$ cat src/rtl/alu_issue_if.sv
// alu_issue_if: ID->EX issue bus, upstream valid/ready with register operands in, decoded ALU entry out.
// master is the issue stage; slave is the surrounding pipeline.
interface alu_issue_if;
    logic        in_valid;
    logic        in_ready;
    logic [31:0] instr;
    logic [31:0] pc;
    logic [31:0] rs1_data;
    logic [31:0] rs2_data;
    logic        out_valid;
    logic        out_ready;
    logic [31:0] alu_a;
    logic [31:0] alu_b;
    logic [3:0]  alu_control;
    logic [4:0]  rd;
    logic        reg_write;
    logic        illegal;
    modport master (
        input  in_valid, instr, pc, rs1_data, rs2_data, out_ready,
        output in_ready, out_valid, alu_a, alu_b, alu_control, rd, reg_write, illegal
    );
    modport slave (
        output in_valid, instr, pc, rs1_data, rs2_data, out_ready,
        input  in_ready, out_valid, alu_a, alu_b, alu_control, rd, reg_write, illegal
    );
endinterface

$ cat src/rtl/alu_issue_stage.sv
// alu_issue_stage: RV32I OP/OP-IMM/LUI/AUIPC decode into an ID->EX issue register.
// With SKID_EN a second entry absorbs one extra accept so in_ready depends only on state.
module alu_issue_stage #(
    parameter bit SKID_EN = 1'b1
) (
    input logic        clk,
    input logic        rst,
    input logic        flush,
    alu_issue_if.master bus
);
    localparam logic [1:0] EMPTY = 2'd0, ONE = 2'd1, TWO = 2'd2;
    localparam logic [6:0] OPC_OP = 7'b0110011, OPC_IMM = 7'b0010011;
    localparam logic [6:0] OPC_LUI = 7'b0110111, OPC_AUIPC = 7'b0010111;
    localparam logic [6:0] F7_ALT = 7'b0100000;
    localparam logic [3:0] C_ADD = 4'b0000, C_SUB = 4'b0001, C_AND = 4'b0010, C_OR = 4'b0011;
    localparam logic [3:0] C_XOR = 4'b0100, C_SLL = 4'b0101, C_SRL = 4'b0110, C_SRA = 4'b0111;
    localparam logic [3:0] C_SLT = 4'b1000, C_SLTU = 4'b1001, C_LUI = 4'b1010;
    typedef struct packed {
        logic [31:0] a;
        logic [31:0] b;
        logic [3:0]  ctl;
        logic [4:0]  rd;
        logic        rw;
        logic        ill;
    } entry_t;
    function automatic logic [3:0] f3_ctl(input logic [2:0] f3);
        return f3 == 3'd0 ? C_ADD : f3 == 3'd1 ? C_SLL : f3 == 3'd2 ? C_SLT :
               f3 == 3'd3 ? C_SLTU : f3 == 3'd4 ? C_XOR : f3 == 3'd5 ? C_SRL :
               f3 == 3'd6 ? C_OR : C_AND;
    endfunction
    logic [1:0]  state;
    entry_t      head, skid, dec;
    logic [6:0]  opc, f7;
    logic [2:0]  f3;
    logic [31:0] upper, a, b;
    logic [3:0]  ctl;
    logic        ok, acc, pop;
    logic        unused_rs1_field;
    assign opc   = bus.instr[6:0];
    assign f3    = bus.instr[14:12];
    assign f7    = bus.instr[31:25];
    assign upper = {bus.instr[31:12], 12'b0};
    assign unused_rs1_field = ^bus.instr[19:15];
    always_comb begin
        ctl = f3_ctl(f3);
        a   = bus.rs1_data;
        b   = bus.rs2_data;
        ok  = 1'b0;
        case (opc)
            OPC_OP: begin
                ok  = f7 == 7'd0 || (f7 == F7_ALT && (f3 == 3'b000 || f3 == 3'b101));
                ctl = f7[5] ? (f3[2] ? C_SRA : C_SUB) : f3_ctl(f3);
            end
            OPC_IMM: begin
                // f3 x01 are the shifts: 5-bit shamt, funct7 selects logical/arithmetic
                b   = f3[1:0] == 2'b01 ? {27'b0, bus.instr[24:20]} : {{20{bus.instr[31]}}, bus.instr[31:20]};
                ok  = f3[1:0] != 2'b01 || f7 == 7'd0 || (f3 == 3'b101 && f7 == F7_ALT);
                ctl = (f3 == 3'b101 && f7[5]) ? C_SRA : f3_ctl(f3);
            end
            OPC_LUI: begin
                ok  = 1'b1;
                ctl = C_LUI;
                a   = '0;
                b   = upper;
            end
            OPC_AUIPC: begin
                ok  = 1'b1;
                ctl = C_ADD;
                a   = bus.pc;
                b   = upper;
            end
            default: ok = 1'b0;
        endcase
        dec.a   = ok ? a : '0;
        dec.b   = ok ? b : '0;
        dec.ctl = ok ? ctl : C_ADD;
        dec.rd  = bus.instr[11:7];
        dec.rw  = ok && bus.instr[11:7] != 5'd0;
        dec.ill = !ok;
    end
    assign bus.in_ready = SKID_EN ? state != TWO : state == EMPTY || bus.out_ready;
    assign bus.out_valid = state != EMPTY;
    assign acc = bus.in_valid && bus.in_ready;
    assign pop = bus.out_valid && bus.out_ready;
    always_ff @(posedge clk) begin
        if (rst) begin
            state <= EMPTY;
            head  <= '0;
            skid  <= '0;
        end else if (flush) begin
            state <= EMPTY;
        end else if (acc && (state == EMPTY || pop)) begin
            head  <= dec;
            state <= ONE;
        end else if (acc) begin
            skid  <= dec;
            state <= TWO;
        end else if (pop) begin
            if (state == TWO) head <= skid;
            state <= state == TWO ? ONE : EMPTY;
        end
    end
    assign bus.alu_a       = head.a;
    assign bus.alu_b       = head.b;
    assign bus.alu_control = head.ctl;
    assign bus.rd          = head.rd;
    assign bus.reg_write   = head.rw;
    assign bus.illegal     = head.ill;
endmodule

$ cat src/flat_wrapper.sv
// flat-port wrapper written by rule: the top's interface ports become plain ports
module alu_issue_stage_flat 
#(
    parameter bit SKID_EN = 1'b1
)
  (clk, rst, flush, bus_in_valid, bus_instr, bus_pc, bus_rs1_data, bus_rs2_data, bus_out_ready, bus_in_ready, bus_out_valid, bus_alu_a, bus_alu_b, bus_alu_control, bus_rd, bus_reg_write, bus_illegal);
  alu_issue_if bus_i ();
  input logic clk;
  input logic rst;
  input logic flush;
  input wire logic [$bits(bus_i.in_valid)-1:0] bus_in_valid;
  input wire logic [$bits(bus_i.instr)-1:0] bus_instr;
  input wire logic [$bits(bus_i.pc)-1:0] bus_pc;
  input wire logic [$bits(bus_i.rs1_data)-1:0] bus_rs1_data;
  input wire logic [$bits(bus_i.rs2_data)-1:0] bus_rs2_data;
  input wire logic [$bits(bus_i.out_ready)-1:0] bus_out_ready;
  output wire logic [$bits(bus_i.in_ready)-1:0] bus_in_ready;
  output wire logic [$bits(bus_i.out_valid)-1:0] bus_out_valid;
  output wire logic [$bits(bus_i.alu_a)-1:0] bus_alu_a;
  output wire logic [$bits(bus_i.alu_b)-1:0] bus_alu_b;
  output wire logic [$bits(bus_i.alu_control)-1:0] bus_alu_control;
  output wire logic [$bits(bus_i.rd)-1:0] bus_rd;
  output wire logic [$bits(bus_i.reg_write)-1:0] bus_reg_write;
  output wire logic [$bits(bus_i.illegal)-1:0] bus_illegal;
  assign bus_i.in_valid = bus_in_valid;
  assign bus_i.instr = bus_instr;
  assign bus_i.pc = bus_pc;
  assign bus_i.rs1_data = bus_rs1_data;
  assign bus_i.rs2_data = bus_rs2_data;
  assign bus_i.out_ready = bus_out_ready;
  assign bus_in_ready = bus_i.in_ready;
  assign bus_out_valid = bus_i.out_valid;
  assign bus_alu_a = bus_i.alu_a;
  assign bus_alu_b = bus_i.alu_b;
  assign bus_alu_control = bus_i.alu_control;
  assign bus_rd = bus_i.rd;
  assign bus_reg_write = bus_i.reg_write;
  assign bus_illegal = bus_i.illegal;
  alu_issue_stage #(.SKID_EN(SKID_EN)) u_core (.clk(clk), .rst(rst), .flush(flush), .bus(bus_i));
endmodule
$ cat config.mk
export PLATFORM = sky130hd
export DESIGN_NAME = alu_issue_stage_flat
export DESIGN_NICKNAME = d
export VERILOG_FILES = /design/src/rtl/alu_issue_if.sv /design/src/rtl/alu_issue_stage.sv /design/src/flat_wrapper.sv
export SDC_FILE = /design/constraint.sdc
export NUM_CORES = 1
export LEC_CHECK = 0
export BUFFER_PORTS_ARGS = -buffer_cell sky130_fd_sc_hd__buf_2
export CAP_MARGIN = 10
export CORE_MARGIN = 3
export CORE_UTILIZATION = 50
export DETAILED_ROUTE_END_ITERATION = 16
export PLACE_DENSITY = 0.77
export SYNTH_ARGS = -nofsm -noshare
export SYNTH_HDL_FRONTEND = slang
export SYNTH_SLANG_ARGS = --single-unit
$ cat constraint.sdc
create_clock -name clk -period 5.55 [get_ports clk]
set_clock_uncertainty 0.05 [all_clocks]
set_input_delay 0.555 -clock clk [delete_from_list [all_inputs] [get_ports clk]]
set_output_delay 0.555 -clock clk [all_outputs]
set_load 0.02 [all_outputs]
Yosys cells after proc, flatten, opt, wreduce, memory -nomap -nowiden
Cells that the tools add are included.
- bits in registers: 152
- input port bits: 133
- output and inout bits: 77
- logic and storage cells: 85
- equal/unequal tests: 16
- multiplexer cells: 26
- bitwise logic cells: 2
- reductions and logical operators: 27
- operator list (operator ; count):
    $mux W75 ; 4
    $pmux W32 S2 ; 2
    $mux W32 ; 3
    $mux W4 ; 8
    $eq A7 B6 Y1 const B ; 3
    $pmux W4 S4 ; 1
    $eq A7 B5 Y1 const B ; 2
    $eq A3 B3 Y1 const B ; 3
    $reduce_bool A2 Y1 ; 4
    $logic_and A1 B1 Y1 ; 7
    $logic_not A7 Y1 ; 1
    $eq A3 B2 Y1 const B ; 2
    $mux W3 ; 2
    $logic_or A1 B1 Y1 ; 5
    $reduce_bool A5 Y1 ; 1
    $mux W2 ; 2
    $ne A2 B2 Y1 const B ; 2
    $reduce_and A4 Y1 ; 1
    $reduce_or A2 Y1 ; 2
    $eq A3 B1 Y1 const B ; 1
    $logic_not A3 Y1 ; 1
    $mux W1 ; 3
    $pmux W1 S3 ; 1
    $reduce_and A3 Y1 ; 1
    other kinds (8) ; 9

Longest topological paths before layout
Gate-level depths: netlist of the first run.
- depth after elaboration: 12
- mapped depth: 9
- mapped depth without buffers: 5

Worst setup path before layout of the first run
Ideal clock, no wire load.
- path kind: input-to-reg
- start point: input port bus_instr[26]
- end point: register u_core.head, in the netlist u_core.bus.alu_b[1]
- library setup time: 0.095 ns
- arrival: 2.203 ns
- required time: 5.405 ns
- slack: 3.202 ns
- cell stages on the path: 5
- path buffers: 0
- path through: or4_1 o32a_1 nor4b_4 nand2_1 a221oi_1
- word-level cells in the longest chain between the ends: 6
- elaborated cells between the ends (all ways): 10
- classes of those cells: eq/ne (1); mux (3); reduce/logical (6)
- ends and longest elaborated chain (what ; line ; RTL):
    start, declared ; flat_wrapper.sv:12 ; input wire logic [$bits(bus_i.instr)-1:0] bus_instr;
    $eq A7 B6 Y1 or $logic_not A7 Y1 (tied branches) ; alu_issue_stage.sv:51, alu_issue_stage.sv:57 ;
    $logic_and A1 B1 Y1 (tied with other cells) ; alu_issue_stage.sv:57 ; ok = f3[1:0] != 2'b01 || f7 == 7'd0 || (f3 == 3'b101 && f7 == F7_ALT);
    $logic_or A1 B1 Y1, on equally long branches ; alu_issue_stage.sv:57, alu_issue_stage.sv:51 ;
    $pmux W1 S3 * ; alu_issue_stage.sv:49 ; case (opc)
    $mux W32 * ; alu_issue_stage.sv:75 ; dec.b = ok ? b : '0;
    $mux W75 * ; alu_issue_stage.sv:92 ; end else if (acc && (state == EMPTY || pop)) begin
    end signal, assigned ; alu_issue_stage.sv:99 ; if (state == TWO) head <= skid;
    end, declared ; alu_issue_stage.sv:32 ; entry_t head, skid, dec;
Every way passes the cells marked *; elsewhere a longest branch is shown, timed or not.
A chain may end at the register's enable or synchronous reset.

Worst setup path after layout of the first run
- start point: input port bus_instr[2]
- end point: register u_core.head, in the netlist u_core.bus.alu_a[6]
- word-level cells in the longest chain between the ends: 5
- elaborated cells between the ends (all ways): 9
- classes of those cells: eq/ne (4); mux (4); reduce/logical (1)
- ends and longest elaborated chain (what ; line ; RTL):
    $eq A7 B6 Y1 or $eq A7 B5 Y1 (tied branches) ; alu_issue_stage.sv:49 ;
    $reduce_or A2 Y1 (no line) ; n/a ;
    $pmux W1 S3 ; alu_issue_stage.sv:49 ;
    $mux W32 * ; alu_issue_stage.sv:74 ; dec.a = ok ? a : '0;
    $mux W75 * ; alu_issue_stage.sv:92 ;
Marked as above.

==> results.md, run 1 <==
* Netlist Area Pre-Place at 7490 um2
* Placement Cell Area at 8570 um2
* CP max stage delay at 0.88 ns
* Final Hold Fails at 0
* Crit path buf inv count at 3
* Routed wire length at 23700 um
* Yosys top cell area share at 40.6%
* H-tree depth at 4
* Hold path depth at 3
* Initial Util at 51.4%
* CTS tree: done
* Tightest Pin Transition at 1.19 ns
* Longest Clk Path Bufs at 2
* Worst r2r dst: u_core.skid[38]$_SDFFE_PP0P_
* Cell family with most CP delay: buffers and inverters
* Ys Warns at 0
* Final RePlAce weighted congestion at 0.853
* CP endpoint kind: flop
* Min-delay src: bus_instr[11]
* Via count at 8013
* Vias in the first global route at 7353
* Drt drc at 0
* WS Path Type: input port to flop
* # setup viols final at 0
* Fillers at 1306
* Worst-Skew Late Latency at 0.41 ns
* Top FF cell, synth: dfxtp_1
* Reg2reg setup slack at 2.99 ns
* Worst Path Required at 5.80 ns
* DR vias/cell at 6.20
* CTS Buf Count at 17
* Cells along the critical path: buf_2 -> clkinv_1 -> nor3_2 -> buf_4 -> mux2_2 -> nand4_1 -> a21oi_1
* Fin Setup TNS at 0 ns
* FMAX at 339 MHz
* Critical Path Stages at 7
* First-pass GRT wire length at 37300 um
* Clk Tree Root Cell: clkbuf_16
* # nets final at 1227
* Worst VDD drop at 0.249 mV
* Number of synthesized flops with an enable pin at 0
* Initial DRT Pass Iterations at 6
* Max-cap violation count at 0
* Post-Synthesis Cells at 954
* WL/cell at 18.3 um
* Asr flop ratio synth at 0%
* P_leak at 0.00393 uW
* Layout area overhead at 23.3%
* Gr ovfl total at 0
* Unrepaired setup endpoints after global routing: false
* Pwr Density at 311 nW/um2
* Synth area leader: dfxtp_1
* Leading cell types by count after synthesis: nand2_1, dfxtp_1, a21oi_1, nand4_1, clkbuf_1
* Synth Area per Inst at 7.85 um2
* Worst rel slew slack at 20.3%
* Io pins at 210
* Top area cells in the synthesized netlist: dfxtp_1, a21oi_1, nand4_1, nand2_1, mux2_2
* Net Count, Synth at 1087
* Reg2reg path depth at 6
* Post-DRT Antenna Nets at 0
* Worst EP arrival at 3.19 ns
* Synth Register Bits at 152
* IO buf count at 209
* Post-CTS setup buffers at 0
* Crit path launch type: input port
* Die area at 16500 um2
* Rows at 44
* Initial antenna violation count at 1
* Detailed Place HPWL at 14400 um
* R2R Path Start: u_core.state[0]$_SDFFE_PP0P_
* Post-layout util at 63.4%
* Seq/Total Area, Yosys at 40.6%
* Fin crit share at 53.1%
* Slew Limit Fails at 0
* Layout cells sized above 1 at 27.7%
* Max FO, Critical Path at 38
* Worst hold path type: input port to flop
* Count leader, synth: nand2_1
* Largest net degree at the start of global routing at 116
* Tot Pwr at 2870 uW
* Worst Hold End: u_core.skid[6]$_SDFFE_PP0P_
* Outcome: finished clean
* Reg clk slew, reported paths at 0.06 ns
* Post-route design area at 9240 um2
* Initial DRC count at 1008
* Final Critical Period at 2.95 ns
* Die W at 128 um
* Post-cts resize count at 0
* TritonCTS Sinks at 152
* GRT Total Usage at 27.5%
* Slowest stage cell, crit path: nor3_2
* Post-synth cell types at 50
* Core area at 14600 um2
* Hold-fix buffer count after cts at 0
* Die span in y at 128 um
## metal layers
layer / wire length, um / global-route usage [%] / share of wire (%) / vias to the layer above
met3: 1970 / 5.06 / 8.3 / 48
met1: 9920 / 37.1 / 42 / 3735
met2: 11100 / 43.5 / 47 / 440
met5: 0 / 0 / 0 / -
li1: - / - / - / 3790
met4: 701 / 11.5 / 3.0 / 0
## cells by family (layout without fill, tap and decap cells)
| group | after synthesis | after routing | share of synthesized area [%] |
|---|---|---|---|
| AND/OR/NAND/NOR | 369 | 369 | 25.3 |
| AO/OA/AOI/OAI | 290 | 290 | 23.3 |
| flip-flops | 152 | 152 | 40.6 |
| buffers and inverters | 109 | 262 | 5.71 |
| multiplexers | 34 | 34 | 5.08 |
| other | 0 | 1 | 0 |
## layout make-up
class,count,area (um2),area share [%]
Antenna cell,1,2.50,0.0271
Sequential cell,152,3040,32.9
Clock inverter,13,225,2.44
Multi-Input combinational cell,693,4110,44.5
Tap cell,184,230,2.49
Clock buffer,19,443,4.79
Timing Repair Buffer,223,1160,12.6
Inverter,7,26.3,0.284
## cells in the final DEF, fill, tap and decap left out, types with 5 or more instances in the layout
master and instances:
buf_2 209, nand2_1 157, dfxtp_1 152, a21oi_1 140, nand4_1 110, o21ai_0 50
nor2b_1 34, mux2_2 32, o31a_1 19, a211o_1 19, nor2_1 17, clkbuf_16 17
buf_4 13, a221oi_1 9, o22ai_1 9, nor4_1 9, nor3_1 8, o21ai_1 8
a311oi_1 6, a22oi_1 6, bufinv_16 6, inv_1 5, a22o_1 5
## stage by stage
step	hold slack (ns)	std cells	setup WS, ns
after floorplan	0.360	954	3.20
after global placement	0.368	1259	2.26
after detailed placement	0.374	1259	2.24
after CTS	0.342	1291	2.65
after global routing	0.341	1292	2.50
final	0.355	1292	2.60
## how the worst max path moves through the flow
stage	from	end	slack [ns]
3_5_place_dp	bus_instr[2]	u_core.bus.alu_a[16]$_SDFFE_PP0P_	2.24
2_1_floorplan	bus_instr[26]	u_core.bus.alu_b[1]$_SDFFE_PP0P_	3.20
4_1_cts	bus_instr[26]	u_core.skid[22]$_SDFFE_PP0P_	2.65
5_1_grt	bus_instr[2]	u_core.bus.alu_a[15]$_SDFFE_PP0P_	2.50
3_3_place_gp	bus_instr[26]	u_core.skid[22]$_SDFFE_PP0P_	2.26
6_report	bus_instr[2]	u_core.bus.alu_a[6]$_SDFFE_PP0P_	2.60
## power breakdown
group,switching [uW],total [uW],internal (uW)
logic,265,410,145
registers,23.1,1160,1140
clock network,449,1300,853
## state kept, by name, summed over array words and instances (netlist names)
signal / count
u_core.skid: 75
u_core.bus.alu_a: 32
u_core.bus.alu_b: 32
u_core.bus.rd: 5
u_core.bus.alu_control: 4
u_core.state: 2
u_core.bus.illegal: 1
u_core.bus.reg_write: 1
## tightest hold or removal path, cell delays in order
cell and delay (ns):
buf_2 0.12, nand2_1 0.05, a21oi_1 0.05
No activity file was read; power rests on OpenSTA's default activity.
==> run 2: changes to the inputs <==
Settings changed: CORE_UTILIZATION 50 to 48.
Clock period 5.55 ns to 2.5 ns, I/O delays scaled along.
==> results.md, run 2 (same netlist as run 1, synthesis figures left out) <==
* Outcome: finished clean
* Pwr Density at 637 nW/um2 (+110%)
* Die area at 17100 um2 (+4.0%)
* CP max stage delay at 0.50 ns (-0.38 ns)
* Vias in the first global route at 7302 (-0.69%)
* Ant diodes at 0 (-1)
* H-tree depth at 4 (unchanged)
* Crit-path most repeated cell: nand2_1
* Via count at 8015 (+0.025%)
* Combinational share of power at 15.7% (+1.4 points)
* Commonest non-fill, non-tap cell in the layout: buf_2
* Longest Clk Path Bufs at 2 (unchanged)
* Part of the power in the clock network at 41.6% (-3.8 points)
* Cell family with most CP delay: simple AND/OR/NAND/NOR gates
* Reg clk slew, reported paths at 0.06 ns (about the same)
* Slew Limit Fails at 0 (unchanged)
* Most frequent cells in the layout: buf_2, nand2_1, dfxtp_1
* Top reg by flops: u_core.skid
* Final Critical Period at 2.13 ns
* TritonCTS Sinks at 152 (unchanged)
* Pre-CTS WS at 0.164 ns (-2.07 ns)
* Detailed Place HPWL at 15400 um (+7.1%)
* Worst EP arrival at 2.44 ns (-0.75 ns)
* IO buf count at 209 (unchanged)
* Unrepaired setup endpoints after global routing: false
* Worst-Skew Late Latency at 0.42 ns (about the same)
* Die span in y at 131 um (+2.0%)
* Cell Count, Final, Fillers Out at 1338 (+3.6%)
* Crit path buf inv count at 1 (-2)
* Max-cap violation count at 0 (unchanged)
* Reg2reg setup slack at 0.37 ns (-2.62 ns)
* Max reg flops at 75 (unchanged)
* FF+latch area at 3040 um2 (unchanged)
* Tightest Pin Transition at 0.744 ns (-0.450 ns)
* CTS tree: done
* Gr ovfl total at 0 (unchanged)
* Post-CTS setup buffers at 0 (unchanged)
* NetSw at 1650 uW (+120%)
* P_leak at 0.00402 uW (+2.1%)
* CTS Buf Count at 17 (unchanged)
* Critical Path Stages at 6 (-1)
* Post-cts resize count at 0 (unchanged)
* Crit path launch type: flop
* # nets final at 1247 (+1.6%)
* Layout cells sized above 1 at 28.8% (+1.1 points)
* Max FO, Critical Path at 47 (+24%)
* Post-DRT Antenna Nets at 0 (unchanged)
* GRT Total Usage at 26.9% (-0.61 points)
* Internal at 4360 uW (+100%)
* Sequential Power Share at 42.7% (+2.3 points)
* Final Hold Fails at 0 (unchanged)
* Final RePlAce weighted congestion at 0.906 (+6.2%)
* Hold path depth at 3 (unchanged)
* Largest net degree at the start of global routing at 68 (-41%)
* Rows at 45 (+2.3%)
* Worst Path Required at 2.81 ns (-2.99 ns)
* Worst hold path type: input port to flop
* Placed insts at 1306 (+3.7%)
* Initial DRT Pass Iterations at 5 (-1)
* Area of the multi-input gates at 4110 um2 (unchanged)
* Fin Setup TNS at 0 ns (unchanged)
* Reg2reg path depth at 6 (unchanged)
* Hold-fix buffer count after cts at 0 (unchanged)
* Fillers at 1379 (+5.6%)
* Final Worst Setup Slack at 0.373 ns (-2.23 ns)
* Initial antenna violation count at 0 (-1)
* FMAX at 470 MHz
* Switching power share of the total at 27.5% (+1.8 points)
* Slowest stage cell, crit path: or3_1
* WL/cell at 17.6 um (-4.0%)
* Layout area overhead at 26.0%
* Clk Tree Root Cell: clkbuf_16
* Io pins at 210 (unchanged)
* Cells along the critical path: nand2_1 -> or3_1 -> nor2_4 -> buf_12 -> nand4_1 -> nand2_1
* WS Path Type: flop to flop
* Initial DRC count at 854 (-15%)
* Worst VDD drop at 0.539 mV (+120%)
* Die W at 131 um (+2.0%)
* Worst rel slew slack at 50.4% (+30 points)
* Fin crit share at 85.1%
* Core area at 15300 um2 (+4.6%)
* CP endpoint kind: flop
* # setup viols final at 0 (unchanged)
* Routed wire length at 23500 um (-0.59%)
* DR vias/cell at 5.99 (-3.4%)
* First-pass GRT wire length at 37200 um (-0.24%)
* Initial Util at 49.1% (-2.3 points)
* Drt drc at 0 (unchanged)
## run 2: cell count changes in the layout (fill, tap and decap cells not counted), sizes merged
| cell | before | now |
|---|---|---|
| clkinv | 7 | 8 |
| bufinv | 6 | 2 |
| clkinvlp | 1 | 2 |
| buf | 223 | 243 |
| clkbuf | 19 | 21 |
| diode | 1 | 0 |
## run 2: tightest hold or removal path, delay by kind of cell
family / cells / cell delay [ns]
buf+inv: 1 / 0.11
simple gates: 1 / 0.05
compound gates: 1 / 0.05
## run 2: worst paths after layout
path                                              startpoint                           end
worst min-delay path                            bus_instr[8]   u_core.skid[3]$_SDFFE_PP0P_
worst max-delay path            u_core.state[0]$_SDFFE_PP0P_  u_core.skid[49]$_SDFFE_PP0P_
worst min register to register  u_core.skid[31]$_SDFFE_PP0P_  u_core.skid[31]$_SDFFE_PP0P_
worst max register to register  u_core.state[0]$_SDFFE_PP0P_  u_core.skid[49]$_SDFFE_PP0P_
## run 2: through the flow
stage	cell area, um2	hold slack [ns]	utilization [%]	total power (uW)
global route	9440	0.0463	61.9	6240
finish	9440	0.0372	61.9	6020
global placement	8870	0.370	58.1	3540
CTS	9440	0.0281	61.9	6040
detailed placement	8870	0.374	58.1	3550
floorplan	7490	0.279	-	3160
## run 2: final cells by class
cell class	count	area share, %
Clock inverter	11	1.32
Clock buffer	21	4.77
Sequential cell	152	32.2
Multi-Input combinational cell	693	43.5
Timing Repair Buffer	243	15.1
Inverter	7	0.278
Tap cell	211	2.80
## run 2: power by group through the flow
stage                     registers (uW)  clock network, uW  logic, uW
after CTS                           2570               2530        935
after global routing                2580               2640       1020
after global placement              2620                  0        921
final                               2570               2500        942
after detailed placement            2620                  0        931
after floorplan                     2730                  0        429
## run 2: layer usage
layer  up-vias  GRT usage, %  share of wire [%]
met5         -             0                  0
met4         0          8.83                2.5
met3        49          4.92                7.2
met2       375          42.9                 47
met1      3757          37.0                 44
li1       3834             -                  -
==> run 3: changes to the inputs <==
Settings changed: CTS_BUF_LIST set to sky130_fd_sc_hd__clkbuf_4 sky130_fd_sc_hd__clkbuf_8 sky130_fd_sc_hd__clkbuf_16.
==> results.md, run 3 (same netlist as run 1, synthesis figures left out) <==
* CP endpoint kind: flop
* Commonest non-fill, non-tap cell in the layout: buf_2
* Via count at 7994 (-0.26%)
* CTS tree: done
* Tightest Pin Transition at 0.742 ns (-0.00183 ns)
* Final Hold Fails at 0 (unchanged)
* Max-cap violation count at 0 (unchanged)
* Fin crit share at 85.3% (+0.20 points)
* Max reg flops at 75 (unchanged)
* Slowest stage cell, crit path: or3_1
* Tot Pwr at 6060 uW (+0.73%)
* Fin Setup TNS at 0 ns (unchanged)
* Post-cts resize count at 0 (unchanged)
* Slew Limit Fails at 0 (unchanged)
* Hold-fix buffer count after cts at 0 (unchanged)
* Rows at 45 (unchanged)
* Die area at 17100 um2 (unchanged)
* Io pins at 210 (unchanged)
* H-tree depth at 4 (unchanged)
* # setup viols final at 0 (unchanged)
* Gr ovfl total at 0 (unchanged)
* Combinational share of power at 15.6% (about the same)
* Max FO, Critical Path at 47 (unchanged)
* Die span in y at 131 um (unchanged)
* CP Launch Point: u_core.state[0]$_SDFFE_PP0P_
* Ant diodes at 0 (unchanged)
* Core area at 15300 um2 (unchanged)
* Initial Util at 49.1% (unchanged)
* Detailed Place HPWL at 15400 um (unchanged)
* Unrepaired setup endpoints after global routing: false
* GRT Total Usage at 27.1% (+0.15 points)
* Cells along the critical path: nand2_1 -> or3_1 -> nor2_4 -> buf_12 -> nand4_1 -> nand2_1
* Initial DRC count at 843 (-1.3%)
* Worst Path Required at 2.82 ns (about the same)
* Most frequent cells in the layout: buf_2, nand2_1, dfxtp_1
* Post-CTS setup buffers at 0 (unchanged)
* Outcome: finished clean
* Top reg by flops: u_core.skid
* # nets final at 1247 (unchanged)
* Longest Clk Path Bufs at 2 (unchanged)
* Initial DRT Pass Iterations at 7 (+2)
* WS Path Type: flop to flop
* Vias in the first global route at 7308 (+0.082%)
* Final Critical Period at 2.13 ns (+0.00494 ns)
* Pwr Density at 641 nW/um2 (+0.61%)
* Part of the power in the clock network at 42.0% (+0.4 points)
* Cell family with most CP delay: simple AND/OR/NAND/NOR gates
* Die W at 131 um (unchanged)
* P_leak at 0.00403 uW (+0.26%)
* Worst rel slew slack at 50.5% (+0.12 points)
* Post-DRT Antenna Nets at 0 (unchanged)
* Crit-path most repeated cell: nand2_1
* Fillers at 1382 (+0.22%)
* IO buf count at 209 (unchanged)
* Layout area overhead at 26.2%
* WL/cell at 17.7 um (+0.88%)
* Crit path buf inv count at 1 (unchanged)
* Sequential Power Share at 42.4% (-0.3 points)
* Crit path launch type: flop
* Worst-Skew Late Latency at 0.43 ns (about the same)
* First-pass GRT wire length at 37300 um (+0.28%)
* Worst EP arrival at 2.45 ns (about the same)
* CP max stage delay at 0.51 ns (about the same)
* TritonCTS Sinks at 152 (unchanged)
* Worst hold path type: input port to flop
* DR vias/cell at 5.97 (-0.26%)
* Switching power share of the total at 27.5% (about the same)
* Largest net degree at the start of global routing at 68 (unchanged)
* R2R Path Start: u_core.state[0]$_SDFFE_PP0P_
* CTS Buf Count at 17 (unchanged)
* Final RePlAce weighted congestion at 0.906 (unchanged)
* Internal at 4400 uW (+0.72%)
* Min-delay src: bus_instr[8]
* Reg clk slew, reported paths at 0.06 ns (about the same)
* Layout cells sized above 1 at 29.1% (+0.27 points)
* Drt drc at 0 (unchanged)
* FMAX at 469 MHz (-0.23%)
* Worst VDD drop at 0.556 mV (+3.1%)
* NetSw at 1670 uW (+0.78%)
* Initial antenna violation count at 0 (unchanged)
* Routed wire length at 23700 um (+0.88%)
* Clk Tree Root Cell: clkbuf_16
[run 3: cell counts in the layout (fill, tap and decap cells not counted)]
No cell type changed its count.
[run 3: worst min-delay path, stage by stage]
cell and delay (ns):
buf_2 0.11, nand2_1 0.05, a21oi_1 0.05
[run 3: through the flow]
stage	setup slack (ns)	utilization [%]	area (um2)	cells	hold WS [ns]
floorplan	0.457	-	7490	954	0.279
global placement	0.215	58.1	8870	1306	0.370
detailed placement	0.164	58.1	8870	1306	0.374
CTS	0.405	62.0	9460	1338	0.0249
global route	0.295	62.0	9460	1338	0.0422
finish	0.368	62.0	9460	1338	0.0292
[run 3: final cells by class]
cell class	count	area [um2]	share of cell area [%]
tap	211	264	2.79
sequential	152	3040	32.2
clock inverter	11	125	1.32
timing repair buffer	243	1430	15.1
clock buffer	21	462	4.88
multi-input combinational	693	4110	43.5
inverter	7	26.3	0.278
[run 3: worst paths after layout]
path	endpoint	cells after the start	slack, ns
max reg2reg	u_core.skid[49]$_SDFFE_PP0P_	6	0.37
min	u_core.skid[3]$_SDFFE_PP0P_	3	0.03
max	u_core.skid[49]$_SDFFE_PP0P_	6	0.37
min reg2reg	u_core.skid[31]$_SDFFE_PP0P_	2	0.38
[run 3: power groups by stage]
stage,Sequential (uW),Clock (uW),Combinational (uW)
final,2570,2550,944
after global routing,2580,2680,1020
after CTS,2570,2570,936
after detailed placement,2620,0,931
after global placement,2620,0,921
after floorplan,2730,0,429
[run 3: routing by layer]
| layer | vias to the layer above | GRT usage (%) | part of all wire, % |
|---|---|---|---|
| met5 | - | 0 | 0 |
| met4 | 0 | 8.95 | 2.3 |
| met3 | 45 | 5.37 | 8.0 |
| met2 | 375 | 43.0 | 47 |
| met1 | 3740 | 37.0 | 43 |
| li1 | 3834 | - | - |
